==> src/rtl/spi_tx_phy.sv <==
// Mode-0 SPI master PHY: shifts one 8- or 32-bit word out MSB-first on SCLK/MOSI
// while capturing MISO on each rising SCLK edge; CS is latched for the whole transfer.
module spi_tx_phy #(
  parameter int CLK_DIV = 1
) (
  input  logic        clk,
  input  logic        rst_n,
  input  logic [31:0] spi_mosi,
  input  logic        spi_begin,
  input  logic        spi_wide,
  input  logic        spi_cs,
  output logic        spi_busy,
  output logic [31:0] spi_miso,
  output logic        phy_sclk,
  output logic        phy_mosi,
  input  logic        phy_miso,
  output logic        phy_cs
);

  typedef enum logic [1:0] {IDLE, LO, HI} state_t;

  localparam logic [7:0] DIV_LD = 8'(CLK_DIV - 1);

  state_t      state;
  logic        arm;
  logic        wide;
  logic [31:0] shift;
  logic [31:0] rx;
  logic [4:0]  bit_cnt;
  logic [7:0]  div_cnt;

  always_ff @(posedge clk or negedge rst_n) begin
    if (!rst_n) begin
      state    <= IDLE;
      arm      <= 1'b1;
      wide     <= 1'b0;
      shift    <= '0;
      rx       <= '0;
      bit_cnt  <= '0;
      div_cnt  <= '0;
      spi_busy <= 1'b0;
      spi_miso <= '0;
      phy_sclk <= 1'b0;
      phy_mosi <= 1'b0;
      phy_cs   <= 1'b1;
    end else begin
      // A begin held high across completion must drop once before re-arming.
      if (!spi_begin) arm <= 1'b1;
      case (state)
        IDLE: begin
          phy_cs <= spi_cs;
          if (spi_begin && arm) begin
            arm      <= 1'b0;
            wide     <= spi_wide;
            shift    <= spi_wide ? spi_mosi : {spi_mosi[7:0], 24'h0};
            bit_cnt  <= spi_wide ? 5'd31 : 5'd7;
            div_cnt  <= DIV_LD;
            phy_mosi <= spi_wide ? spi_mosi[31] : spi_mosi[7];
            phy_sclk <= 1'b0;
            spi_busy <= 1'b1;
            state    <= LO;
          end
        end
        LO: begin
          if (div_cnt == 8'd0) begin
            phy_sclk <= 1'b1;
            rx       <= {rx[30:0], phy_miso};
            div_cnt  <= DIV_LD;
            state    <= HI;
          end else begin
            div_cnt <= div_cnt - 8'd1;
          end
        end
        HI: begin
          if (div_cnt == 8'd0) begin
            phy_sclk <= 1'b0;
            if (bit_cnt == 5'd0) begin
              spi_miso <= wide ? rx : {24'h0, rx[7:0]};
              spi_busy <= 1'b0;
              state    <= IDLE;
            end else begin
              bit_cnt  <= bit_cnt - 5'd1;
              shift    <= {shift[30:0], 1'b0};
              phy_mosi <= shift[30];
              div_cnt  <= DIV_LD;
              state    <= LO;
            end
          end else begin
            div_cnt <= div_cnt - 8'd1;
          end
        end
        default: state <= IDLE;
      endcase
    end
  end

endmodule

==> config.mk <==
export PLATFORM = sky130hd
export DESIGN_NAME = spi_tx_phy
export DESIGN_NICKNAME = d
export VERILOG_FILES = /design/src/rtl/spi_tx_phy.sv
export SDC_FILE = /design/constraint.sdc
export NUM_CORES = 1
export LEC_CHECK = 0
export CAP_MARGIN = 25
export CELL_PAD_IN_SITES_DETAIL_PLACEMENT = 0
export CELL_PAD_IN_SITES_GLOBAL_PLACEMENT = 1
export CORE_ASPECT_RATIO = 1.75
export CORE_UTILIZATION = 25
export CTS_CLUSTER_SIZE = 12
export DETAILED_ROUTE_END_ITERATION = 10
export GPL_TIMING_DRIVEN = 0
export PLACE_DENSITY = 0.59
export SETUP_SLACK_MARGIN = 0.05
export SYNTH_ARGS = -nofsm -noshare
export SYNTH_HDL_FRONTEND = slang
export SYNTH_SLANG_ARGS = --single-unit
==> constraint.sdc <==
create_clock -name clk -period 4.3 [get_ports clk]
set_clock_uncertainty 0.2 [all_clocks]
set_input_delay 0.43 -clock clk [delete_from_list [all_inputs] [get_ports clk]]
set_output_delay 0.43 -clock clk [all_outputs]
set_load 0.01 [all_outputs]
==> results.toml <==
[status]
status = "finished with violations"
failed_checks = "design-rule violations"

[timing]
period_minus_slack_ns = 2.748
rsz0062_at_grt = "no"
finalCritPeriodShare_pct = 63.92
worst_pin_slew_ns = 0.6700
final_hold_viol_count = 0
fmax_mhz = 363.8
setup_viol = 0
fin_tns_setup_ns = 0
slew_headroom_pct = 54.93
slew_violations = 0
worst_slack_ns = 1.552

[placed_design]
place_hpwl_um = 9080
gp_congestion = 0.7952
port_buffers = 72
place_area_mm2 = 0.006252
place_ws_ns = 1.576
dpl.cell_count = 792

[setup_path]
reg2regPathDepth = 9
worst-path-max-fanout = 10
reg2reg_to = "div_cnt[7]$_DFFE_PN0P_"
critical_path_class = "flip-flop to flip-flop"
critical_path_required_ns = 4.41
worst_setup_path_start_kind = "flip-flop"
critical_path_arrival_ns = 2.86
crit_path_end_kind = "flip-flop"
worstReg2RegStart = "state[0]$_DFFE_PN0P_"
r2r_slack_ns = 1.55

[layout]
layout.nets = 611
area_delta_synth_final_pct = 32.48
layout-drive-gt1-share_pct = 17.68
fin_cells = 825
final_util_pct = 33.76
layout_common_cells = "114 x dfrtp_1, 71 x clkdlybuf4s50_1, 67 x nand2_1"
final_common_cell = "dfrtp_1"
fillers = 2074
final_cell_area_mm2 = 0.006879
multi_input_area_mm2 = 0.002095
layout.area.seq_mm2 = 0.002905
diodes = 0

[min_path]
min_from = "spi_miso[11]$_DFFE_PN0P_"
whs_endpoint = "spi_miso[11]$_DFFE_PN0P_"
whs_path_depth = 2
min_path_type = "flip-flop to flip-flop"

[global_route]
grt_first_pass_wirelength_um = 20860
overflow = 0
grt_max_degree = 60
grt_pass1_vias = 4127
antenna_found_initial = 0
grt_use_total_pct = 12.59

[synth]
synth_cell_type_count = 47
synth-main-ff-cell = "dfrtp_1"
syn_area_mm2 = 0.005192
yosysSeqAreaShare_pct = 55.95
synth_edf_count = 0
synth_seq_cells = 116
syn_inst = 471
syn_nets = 518
async_flop_share_pct = 100.0
yosysWarnings = 0
syn_avg_cell_area_um2 = 11.02

[floorplanning]
initial_utilization_pct = 25.49
core_mm2 = 0.02037
fp.dieW_um = 110.9
io-pin-count = 74
die_height_um = 192.7
dieArea_mm2 = 0.02137
rows = 69

[detailed_routing]
drt_iter0_markers = 159
post_drt_wl_per_cell_um = 15.32
vias_per_cell = 4.722
finalWirelength_um = 12640
drc = 13
routed-via-count = 3896
first_pass_iters = 9
ant_nets = 0

[clock_tree]
cts.sinks = 116
worstSkewPairLatency_ns = 0.41
clockBufferDepth = 2
cts_root_buf = "clkbuf_16"
cts.htree.levels = 4
path_clk_slew_ns = 0.06
cts_resized = 0
cts_tree = "built"
cts_buffers = 17

[run]
maxCapViolCount = 0

[pwr]
power_density_mw_per_mm2 = 672.5
leakage_nw = 2.941
irDropWorstVdd_mv = 0.2701
cells in the mapped netlist, types with 4 or more instances:
library cell  instances  area share [%]
mux2_2               48              10
a21oi_1              52             5.0
a22oi_1              21             3.0
nor3_1                7            0.67
dfrtp_1             114              55
o21ai_0              45             4.3
inv_1                11            0.80
nand2_1              67             4.8
clkbuf_1             23             1.7
ha_1                  9             2.2
mux2i_1               8             1.5
buf_2                 4            0.39
nor2_1                8            0.58
nand4_1               4            0.48
worst max-delay path by stage:
stage | startpoint | to | slack, ns | depth (start not counted)
finish | state[0]$_DFFE_PN0P_ | div_cnt[7]$_DFFE_PN0P_ | 1.55 | 9
CTS | state[0]$_DFFE_PN0P_ | div_cnt[7]$_DFFE_PN0P_ | 1.58 | 9
global placement | rst_n | spi_miso[17]$_DFFE_PN0P_ | -2.18 | 1
floorplan | bit_cnt[0]$_DFFE_PN0P_ | shift[27]$_DFFE_PN0P_ | 2.02 | 9
detailed placement | spi_begin | shift[8]$_DFFE_PN0P_ | 1.58 | 7
global route | state[0]$_DFFE_PN0P_ | div_cnt[5]$_DFFE_PN0P_ | 1.36 | 8
registers in the layout, indices dropped and copies added (netlist names), 2 cells and up:
signal and cells:
div_cnt 8, spi_miso 32, rx 32, shift 31, state 2, bit_cnt 5
cell type report:
type	instances	share of cell area (%)
multi-input cells	312	30.45
plain buffers	32	2.201
clock inverters	14	2.583
flip-flops and latches	116	42.23
clock buffers	18	6.384
well taps	248	4.511
repair buffers	74	11.04
inverters	11	0.6002
metrics by stage:
stage / hold WS (ns) / power [mW]
3_3_place_gp: 0.2695 / 3.150
3_5_place_dp: 0.2492 / 3.198
6_report: 0.2786 / 4.626
2_1_floorplan: -0.06559 / 2.716
4_1_cts: 0.2858 / 4.691
5_1_grt: 0.3043 / 4.926
per-layer routing:
layer	GRT usage, %	wire length, µm	up-vias
li1	-	-	1863
met1	12.68	4951	1916
met2	23.75	6864	98
met3	3.769	575	19
met4	5.585	248	0
met5	0	0	-
logic make-up after synthesis:
| logic type | share of synthesized area (%) |
|---|---|
| simple gates | 9.927 |
| buf+inv | 3.711 |
| flops | 55.95 |
| mux | 12.82 |
| xor+xnor | 0.1687 |
| compound gates | 15.25 |
| fa+ha+maj | 2.169 |
repair_timing:
| item | CTS | global route |
|---|---|---|
| endpoints found under the setup margin | 0 | 0 |
| hold buffers | 1 | 0 |
| buffers inserted | 0 | 0 |
| hold endpoints to repair | 58 | 0 |
power by group:
part | internal [mW] | switching, mW
Sequential | 1.44 | 0.221
Combinational | 0.690 | 0.809
Clock | 0.932 | 0.535
Total | 3.06 | 1.56
worst max-delay path, stage by stage (launching register included):
cell	delay, ns
dfrtp_1	0.43
inv_1	0.13
ha_1	0.15
clkbuf_1	0.33
a21boi_0	0.61
nor2_1	0.12
clkbuf_1	0.26
nand4_1	0.16
nand2_1	0.06
a21o_1	0.19
Power figures use the tool's default switching activity.
